[src/rtl/ref_calib_scheduler.sv]
// ref_calib_scheduler
// Sequences a set of ADC channels through a calibration round: for each
// channel selected in the latched mask it waits a settle time, pulses the
// accumulator clear, enables accumulation for a fixed number of cycles and
// captures the accumulator I/Q result into a per-channel slot.  A round is
// launched by a one-clock second-pulse edge and ends with a one-cycle done
// pulse.
//
// Ports
//   clk, resetn        clock, asynchronous active-low reset
//   enable             run enable; low forces the scheduler idle
//   ch_mask            channels included in a round
//   settle_len         settle cycles minus one
//   acc_len            accumulation cycles per channel (0 behaves as 1)
//   sec_pulse_ed       round start strobe
//   acc_i, acc_q       signed accumulator results from the datapath
//   rd_ch              result read channel
//   sel                datapath input-channel select
//   acc_clr, acc_en    accumulator clear / enable
//   busy, done         round in progress / end-of-round pulse
//   overrun            sticky: start strobe arrived during a round
//   round_cnt          completed rounds (wrapping)
//   rd_i, rd_q         stored result for rd_ch (registered)
//   rd_valid           rd_ch result captured in the current round
module ref_calib_scheduler #(
  parameter int NCH   = 4,
  parameter int CH_W  = 2,
  parameter int ACC_W = 32,
  parameter int LEN_W = 16
) (
  input  logic                    clk,
  input  logic                    resetn,
  input  logic                    enable,
  input  logic [NCH-1:0]          ch_mask,
  input  logic [7:0]              settle_len,
  input  logic [LEN_W-1:0]        acc_len,
  input  logic                    sec_pulse_ed,
  input  logic signed [ACC_W-1:0] acc_i,
  input  logic signed [ACC_W-1:0] acc_q,
  input  logic [CH_W-1:0]         rd_ch,
  output logic [CH_W-1:0]         sel,
  output logic                    acc_clr,
  output logic                    acc_en,
  output logic                    busy,
  output logic                    done,
  output logic                    overrun,
  output logic [15:0]             round_cnt,
  output logic signed [ACC_W-1:0] rd_i,
  output logic signed [ACC_W-1:0] rd_q,
  output logic                    rd_valid
);

  // The shared cycle counter covers both the 8-bit settle time and the
  // accumulation length.
  localparam int CNT_W = (LEN_W > 8) ? LEN_W : 8;
  // Result storage is sized to the full rd_ch range so any read index is
  // legal; slots above NCH are never written and read back as zero.
  localparam int NSLOT = 1 << CH_W;

  typedef enum logic [2:0] {
    ST_IDLE    = 3'd0,
    ST_ARM     = 3'd1,
    ST_SETTLE  = 3'd2,
    ST_ACCUM   = 3'd3,
    ST_CAPTURE = 3'd4,
    ST_DONE    = 3'd5
  } state_e;

  state_e           state_q, state_d;
  logic [CNT_W-1:0] cnt_q, cnt_d;
  logic [CH_W-1:0]  sel_q, sel_d;
  logic [NCH-1:0]   mask_q, mask_d;
  logic [7:0]       settle_q, settle_d;
  logic [LEN_W-1:0] len_q, len_d;
  logic [NSLOT-1:0] valid_q, valid_d;
  logic             overrun_q, overrun_d;
  logic [15:0]      round_q, round_d;

  logic signed [ACC_W-1:0] slot_i_q [NSLOT];
  logic signed [ACC_W-1:0] slot_q_q [NSLOT];
  logic signed [ACC_W-1:0] rd_i_q, rd_q_q;
  logic                    rd_valid_q;

  logic [CH_W-1:0] first_sel;
  logic [CH_W-1:0] next_sel;
  logic            has_next;
  logic            settle_last;
  logic            accum_last;
  logic            capture_en;

  // State and control registers.
  always_ff @(posedge clk or negedge resetn) begin
    if (!resetn) begin
      state_q   <= ST_IDLE;
      cnt_q     <= '0;
      sel_q     <= '0;
      mask_q    <= '0;
      settle_q  <= '0;
      len_q     <= '0;
      valid_q   <= '0;
      overrun_q <= 1'b0;
      round_q   <= '0;
    end else begin
      state_q   <= state_d;
      cnt_q     <= cnt_d;
      sel_q     <= sel_d;
      mask_q    <= mask_d;
      settle_q  <= settle_d;
      len_q     <= len_d;
      valid_q   <= valid_d;
      overrun_q <= overrun_d;
      round_q   <= round_d;
    end
  end

  // Channel ordering: lowest set bit of the incoming mask starts a round,
  // and the lowest latched bit above the current channel comes next.
  // Both loops scan downward so the last hit is the lowest qualifying bit.
  always_comb begin
    first_sel = '0;
    next_sel  = sel_q;
    has_next  = 1'b0;
    for (int i = NCH - 1; i >= 0; i--) begin
      if (ch_mask[i]) begin
        first_sel = CH_W'(i);
      end
      if (mask_q[i] && (i > int'(sel_q))) begin
        next_sel = CH_W'(i);
        has_next = 1'b1;
      end
    end
  end

  assign settle_last = (cnt_q == CNT_W'(settle_q));
  assign accum_last  = (cnt_q == CNT_W'(len_q) - CNT_W'(1));
  assign capture_en  = enable && (state_q == ST_CAPTURE);

  // Next-state logic.  Dropping enable overrides everything and also
  // clears the sticky overrun flag.
  always_comb begin
    state_d   = state_q;
    cnt_d     = cnt_q;
    sel_d     = sel_q;
    mask_d    = mask_q;
    settle_d  = settle_q;
    len_d     = len_q;
    valid_d   = valid_q;
    overrun_d = overrun_q;
    round_d   = round_q;
    if (!enable) begin
      state_d   = ST_IDLE;
      overrun_d = 1'b0;
    end else begin
      unique case (state_q)
        ST_IDLE: begin
          if (ch_mask != '0) state_d = ST_ARM;
        end
        ST_ARM: begin
          // An empty mask would give a round with nothing to do, so the
          // strobe is only accepted when at least one channel is selected.
          if (sec_pulse_ed && (ch_mask != '0)) begin
            mask_d   = ch_mask;
            settle_d = settle_len;
            len_d    = (acc_len == '0) ? LEN_W'(1) : acc_len;
            valid_d  = '0;
            sel_d    = first_sel;
            cnt_d    = '0;
            state_d  = ST_SETTLE;
          end
        end
        ST_SETTLE: begin
          if (settle_last) begin
            cnt_d   = '0;
            state_d = ST_ACCUM;
          end else begin
            cnt_d = cnt_q + CNT_W'(1);
          end
        end
        ST_ACCUM: begin
          if (accum_last) begin
            cnt_d   = '0;
            state_d = ST_CAPTURE;
          end else begin
            cnt_d = cnt_q + CNT_W'(1);
          end
        end
        ST_CAPTURE: begin
          valid_d[sel_q] = 1'b1;
          if (has_next) begin
            sel_d   = next_sel;
            cnt_d   = '0;
            state_d = ST_SETTLE;
          end else begin
            state_d = ST_DONE;
          end
        end
        ST_DONE: begin
          round_d = round_q + 16'd1;
          state_d = ST_ARM;
        end
        default: state_d = ST_IDLE;
      endcase
      // A strobe during a round never disturbs it; it is only flagged.
      if (sec_pulse_ed && (state_q inside {ST_SETTLE, ST_ACCUM, ST_CAPTURE, ST_DONE})) begin
        overrun_d = 1'b1;
      end
    end
  end

  // Outputs are decoded from the registered state only.
  always_comb begin
    sel       = sel_q;
    acc_clr   = (state_q == ST_SETTLE) && settle_last;
    acc_en    = (state_q == ST_ACCUM);
    busy      = (state_q inside {ST_SETTLE, ST_ACCUM, ST_CAPTURE, ST_DONE});
    done      = (state_q == ST_DONE);
    overrun   = overrun_q;
    round_cnt = round_q;
    rd_i      = rd_i_q;
    rd_q      = rd_q_q;
    rd_valid  = rd_valid_q;
  end

  // Result slots and the registered read port.  The read samples the slot
  // contents before any capture on the same edge, so a read racing a
  // capture of its own slot returns the older value.
  always_ff @(posedge clk or negedge resetn) begin
    if (!resetn) begin
      for (int i = 0; i < NSLOT; i++) begin
        slot_i_q[i] <= '0;
        slot_q_q[i] <= '0;
      end
      rd_i_q     <= '0;
      rd_q_q     <= '0;
      rd_valid_q <= 1'b0;
    end else begin
      if (capture_en) begin
        slot_i_q[sel_q] <= acc_i;
        slot_q_q[sel_q] <= acc_q;
      end
      rd_i_q     <= slot_i_q[rd_ch];
      rd_q_q     <= slot_q_q[rd_ch];
      rd_valid_q <= valid_q[rd_ch];
    end
  end

endmodule

[config.mk]
export PLATFORM = sky130hd
export DESIGN_NAME = ref_calib_scheduler
export DESIGN_NICKNAME = d
export VERILOG_FILES = /design/src/rtl/ref_calib_scheduler.sv
export SDC_FILE = /design/constraint.sdc
export NUM_CORES = 1
export LEC_CHECK = 0
export CORE_MARGIN = 5
export CORE_UTILIZATION = 40
export CTS_BUF_LIST = sky130_fd_sc_hd__clkbuf_2 sky130_fd_sc_hd__clkbuf_4 sky130_fd_sc_hd__clkbuf_8
export CTS_CLUSTER_DIAMETER = 60
export DETAILED_ROUTE_END_ITERATION = 6
export SLEW_MARGIN = 20
export SYNTH_ARGS = -nofsm -noshare
export SYNTH_HDL_FRONTEND = slang
export SYNTH_SLANG_ARGS = --single-unit
[constraint.sdc]
create_clock -name clk -period 3.18 [get_ports clk]
set_input_delay 0.636 -clock clk [delete_from_list [all_inputs] [get_ports clk]]
set_output_delay 0.636 -clock clk [all_outputs]
set_load 0.005 [all_outputs]
# Word-level counts from Yosys, hierarchy flattened
# Cells that the tools add are included.
dict set report word_totals {
  inputBits 98
  ff_bits 391
  wordCells 115
  output_inout_bits 88
}
dict set report classes {
  n_eq_ne 15
  add_sub_neg 3
  order_cmp 9
  bitwise 3
  n_reduce_logical 21
  muxes 44
}
# operator count
set ops {}
lappend ops {{bitwise mux 128 bit} 2}
lappend ops {{2-to-1 mux 32 bit} 5}
lappend ops {{binary-select mux 32 bit (select 2 bit)} 2}
lappend ops {{2-to-1 mux 16 bit} 5}
lappend ops {{demux 32 bit (select 2 bit)} 1}
lappend ops {{case mux 16 bit (4 select lines)} 1}
lappend ops {{adder 16 x 1 -> 16 bit (second input constant)} 2}
lappend ops {{2-to-1 mux 2 bit} 9}
lappend ops {{2-to-1 mux 3 bit} 6}
lappend ops {{case mux 3 bit (6 select lines)} 1}
lappend ops {{equality test 16 bit} 1}
lappend ops {{equality test 16 x 8 -> 1 bit} 1}
lappend ops {{logical NOT 16 bit} 1}
lappend ops {{subtractor 16 x 1 -> 16 bit (second input constant)} 1}
lappend ops {{nonzero test 4 bit} 3}
lappend ops {{logical AND 1 bit} 9}
lappend ops {{!= test 3 bit (second input constant)} 3}
lappend ops {{case mux 4 bit (2 select lines)} 1}
lappend ops {{AND reduction 4 bit} 2}
lappend ops {{2-to-1 mux 1 bit} 7}
lappend ops {{equality test 3 x 2 -> 1 bit (second input constant)} 2}
lappend ops {{equality test 3 bit (second input constant)} 2}
lappend ops {{>= comparator 3 bit (second input constant)} 2}
lappend ops {{< comparator 2 x 3 -> 1 bit (second input constant)} 2}
lappend ops {{other kinds (20)} 24}

# Longest topological paths before layout
dict set report depth {
  depth_word 8
  mapped_depth 10
  mapped_depth_nobuf 9
}

# Least setup slack after synthesis
# OpenSTA, ideal clock, no wires.
dict set report synth_timing {
  path_kind {register to register}
  from {register len_q[2]}
  to {register cnt_q[14]}
  setup_slack_ns 0.293
  arrival_time_ns 2.766
  synth_period_minus_slack_ns 2.887
  stages_incl_launch_ff 11
  setup_time_ns 0.122
  n_path_buf 3
  path_cell_list {dfrtp_1 > buf_6 > or4_4 > buf_6 > nand2b_4 > or4_4 > a211oi_2 > nand4_2 > buf_6 > a41o_1 > a32o_1}
}
dict set report synth_via {
  elab_chain_len 4
}
# item line
set synth_rtl {}
lappend synth_rtl {{from (decl)} 74} ;# logic [LEN_W-1:0] len_q, len_d;
lappend synth_rtl {{from (signal assigned)} 109} ;# len_q <= len_d;
lappend synth_rtl {{subtractor 16 x 1 -> 16 bit} 135} ;# assign accum_last = (cnt_q == CNT_W'(len_q) - CNT_W'(1));
lappend synth_rtl {{equality test 16 bit} 135}
lappend synth_rtl {{2-to-1 mux 16 bit} 180} ;# if (accum_last) begin
lappend synth_rtl {{case mux 16 bit (4 select lines)} 154} ;# unique case (state_q)
lappend synth_rtl {{to (signal assigned)} 105} ;# cnt_q <= cnt_d;
lappend synth_rtl {{to (decl)} 70} ;# logic [CNT_W-1:0] cnt_q, cnt_d;
# No other way between the ends.
# A chain may end at the register's enable or synchronous reset.

# Final worst setup path
dict set report layout_timing {
  from {register len_q[0]}
  to {register cnt_q[14]}
}
# The elaborated chain is that of the path after synthesis.

==> out/qor.yml <==
global_route:
  grt_max_degree: 87
  grt-ovfl-total: 0
  grt_pass1_vias: 10820
  track_usage_pct: 16.72
  antenna_found_initial: 3
  grt_pass1_wl_um: 60060
setup_path:
  cp_max_fo: 17
  crit_type: "register to register"
  cp-end-kind: "register"
  crit_required_ns: 3.67
  critPathLaunchType: "register"
  worst_ep_arrival_time_ns: 3.44
synth:
  syn-cell-area_mm2: 0.01653
  synth_top_area_cell: "dfrtp_1"
  synth-seq-cells: 390
  synth.distinct_cells: 54
  netlist_instances: 1087
  synth.area.top_cells: "dfrtp_1 59%, mux2_2 19%, mux4_2 8.9%"
  syn_avg_cell_area_um2: 15.21
  synth_edf_count: 0
  yosys.area.top_type_share_pct: 59.04
  yosysMostFrequentCell: "dfrtp_1"
  syn-num-nets: 1190
  ys_async_sr_fraction_pct: 100.0
  synth_common_cells: "390 x dfrtp_1, 281 x mux2_2, 65 x mux4_2"
  ys_warn_count: 0
  yosysSeqAreaShare_pct: 59.04
  synth_ff_type: "dfrtp_1"
finish:
  regArea_mm2: 0.009759
  multiInputGateArea_mm2: 0.006451
  nets: 1419
  fin_area_mm2: 0.02062
  post-route-util_pct: 50.50
  areaGrowthSynthToFinish_pct: 24.75
  layout-drive-gt1-share_pct: 37.92
  nFillCells: 3532
timing:
  fin_setup_tns_ns: 0
  rsz0062_at_grt: "false"
  setup_viol: 0
  hold_ws_ns: 0.4685
  hold_viol_final: 0
  worst_pin_slew_ns: 0.6227
  fin_crit_ns: 2.952
  drv_slew: 0
  finalCritPeriodShare_pct: 92.84
  fmax_ghz: 0.3387
  clock_skew_ns: 0.02099
  relSlewSlack_pct: 58.49
routing:
  firstDrtPassIters: 5
  antenna_left: 0
  drc: 0
  wirelength_um: 36810
  via_per_inst: 5.242
  vias: 9913
  routedWlPerCell_um: 19.47
  dr.first_iter.drc_count: 508
place:
  dpl_cell_area_mm2: 0.01923
  place_congestion: 0.8497
  numPortBuffers: 185
  dp_hpwl_um: 23000
pwr:
  p_comb_share_pct: 22.3
  seq_power_share_pct: 46.7
  p_clk_share_pct: 31.0
  p_sw_w: 0.004019
  p_leak_nw: 9.653
  irDropWorstVdd_mv: 0.3557
  power.density_mw_per_mm2: 728.0
  internal_power_w: 0.01099
  sw_frac_of_total_pct: 26.77
  total_power_w: 0.01501
clocking:
  post-cts-setup-buffers: 0
  cts_num_sinks: 390
  htree_levels: 3
  clockBufferDepth: 3
  clkLatencyLatePin_ns: 0.61
  cts_root_buf: "clkbuf_8"
  cts_buffers: 70
  cts_tree: "built"
  path_clk_slew_ns: 0.06
die:
  die_h_um: 213.3
  ios: 186
  die_x_um: 213.3
  rows: 74
  die_area_mm2: 0.04549
  initial_utilization_pct: 40.48
  coreArea_mm2: 0.04083
min_path:
  hp-class: "register to register"
run:
  maxCapViolations: 0
run_status:
  status: "finished clean"
-- flip-flops by register name (all words and copies together) (netlist names) --
register,count
slot_i_q,128
slot_q_q,128
rd_i,32
rd_q,32
cnt_q,16
len_q,16
round_cnt,16
settle_q,8
valid_q,4
mask_q,3
state_q,3
sel,2
overrun,1
rd_valid,1
-- cell type report --
cell class              instances  share of cell area, %
multi-input cells             615                  31.28
diodes                          1                0.01214
clock buffers                 108                  6.389
inverters                      17                 0.3094
well taps                     532                  3.228
repair buffers                222                  11.18
flip-flops and latches        390                  47.33
clock inverters                 6                 0.2670
-- per-layer routing --
metal / wire [um] / up-vias / track usage (%)
li1: - / 4464 / -
met1: 16000 / 5139 / 22.49
met4: 784 / 4 / 5.241
met5: 27 / - / 0
met2: 17500 / 241 / 26.07
met3: 2500 / 65 / 5.392
-- repair_timing --
item / in CTS / in global routing
hold buffers: 1 / 0
resized for setup: 2 / 0
endpoints found under the setup margin: 1 / 0
hold endpoints to repair: 51 / 0
-- worst max-delay path, cell delays in order (launching register included) --
cell	delay (ns)
dfrtp_1	0.42
or4_4	0.61
nand2b_4	0.17
or4_4	0.51
a211oi_2	0.26
nand4_2	0.12
buf_4	0.22
and3_4	0.25
a32o_1	0.25
-- power groups by stage --
stage | logic (W) | clock network [W] | registers, W
2_1_floorplan | 0.00218 | 0 | 0.00685
3_3_place_gp | 0.00332 | 0 | 0.00707
3_5_place_dp | 0.00338 | 0 | 0.00710
4_1_cts | 0.00341 | 0.00485 | 0.00703
5_1_grt | 0.00369 | 0.00506 | 0.00718
6_report | 0.00335 | 0.00465 | 0.00701
-- worst paths after layout --
check,cells past startpoint,endpoint,slack (ns),startpoint
max in group asynchronous,3,slot_q_q[50]$_DFFE_PN0P_,1.74,resetn
worst max register to register,8,cnt_q[14]$_DFFE_PN0P_,0.23,len_q[0]$_DFFE_PN0P_
min in group asynchronous,2,len_q[11]$_DFFE_PN0P_,0.55,resetn
worst min-delay path,1,round_cnt[15]$_DFFE_PN0P_,0.47,round_cnt[15]$_DFFE_PN0P_
worst max-delay path,8,cnt_q[14]$_DFFE_PN0P_,0.23,len_q[0]$_DFFE_PN0P_
worst min register to register,1,round_cnt[15]$_DFFE_PN0P_,0.47,round_cnt[15]$_DFFE_PN0P_
-- cell usage in the layout, fill, tap and decap left out, types with 10 or more instances in the layout --
cell / Yosys / layout
dfrtp_1: 390 / 390
mux2_2: 281 / 281
clkdlybuf4s50_1: 0 / 181
clkbuf_8: 0 / 81
mux4_2: 65 / 65
nor2_1: 33 / 32
xnor2_1: 29 / 29
nand2_1: 27 / 27
clkbuf_4: 0 / 27
buf_4: 0 / 24
xor2_1: 19 / 19
nand3_1: 18 / 18
inv_1: 17 / 17
a21oi_1: 16 / 16
buf_12: 0 / 14
nand4_1: 11 / 11
nor3_1: 11 / 10
nor4_1: 11 / 10
-- metrics by stage --
step                      setup WS [ns]  instances
final                            0.2278       1891
after floorplan                  0.2929       1087
after detailed placement         0.2511       1775
after CTS                        0.1859       1890
after global routing            0.05939       1890
after global placement           0.2828       1775
-- cell families after synthesis --
group | Yosys count | share of synthesized area [%]
AO/OA/AOI/OAI | 67 | 3.088
XOR/XNOR | 48 | 2.543
adder cells (fa/ha/maj) | 5 | 0.3785
buffers and inverters | 82 | 2.044
flip-flops | 390 | 59.04
multiplexers | 346 | 28.00
AND/OR/NAND/NOR | 149 | 4.905
(Power assumes the default switching activity.)
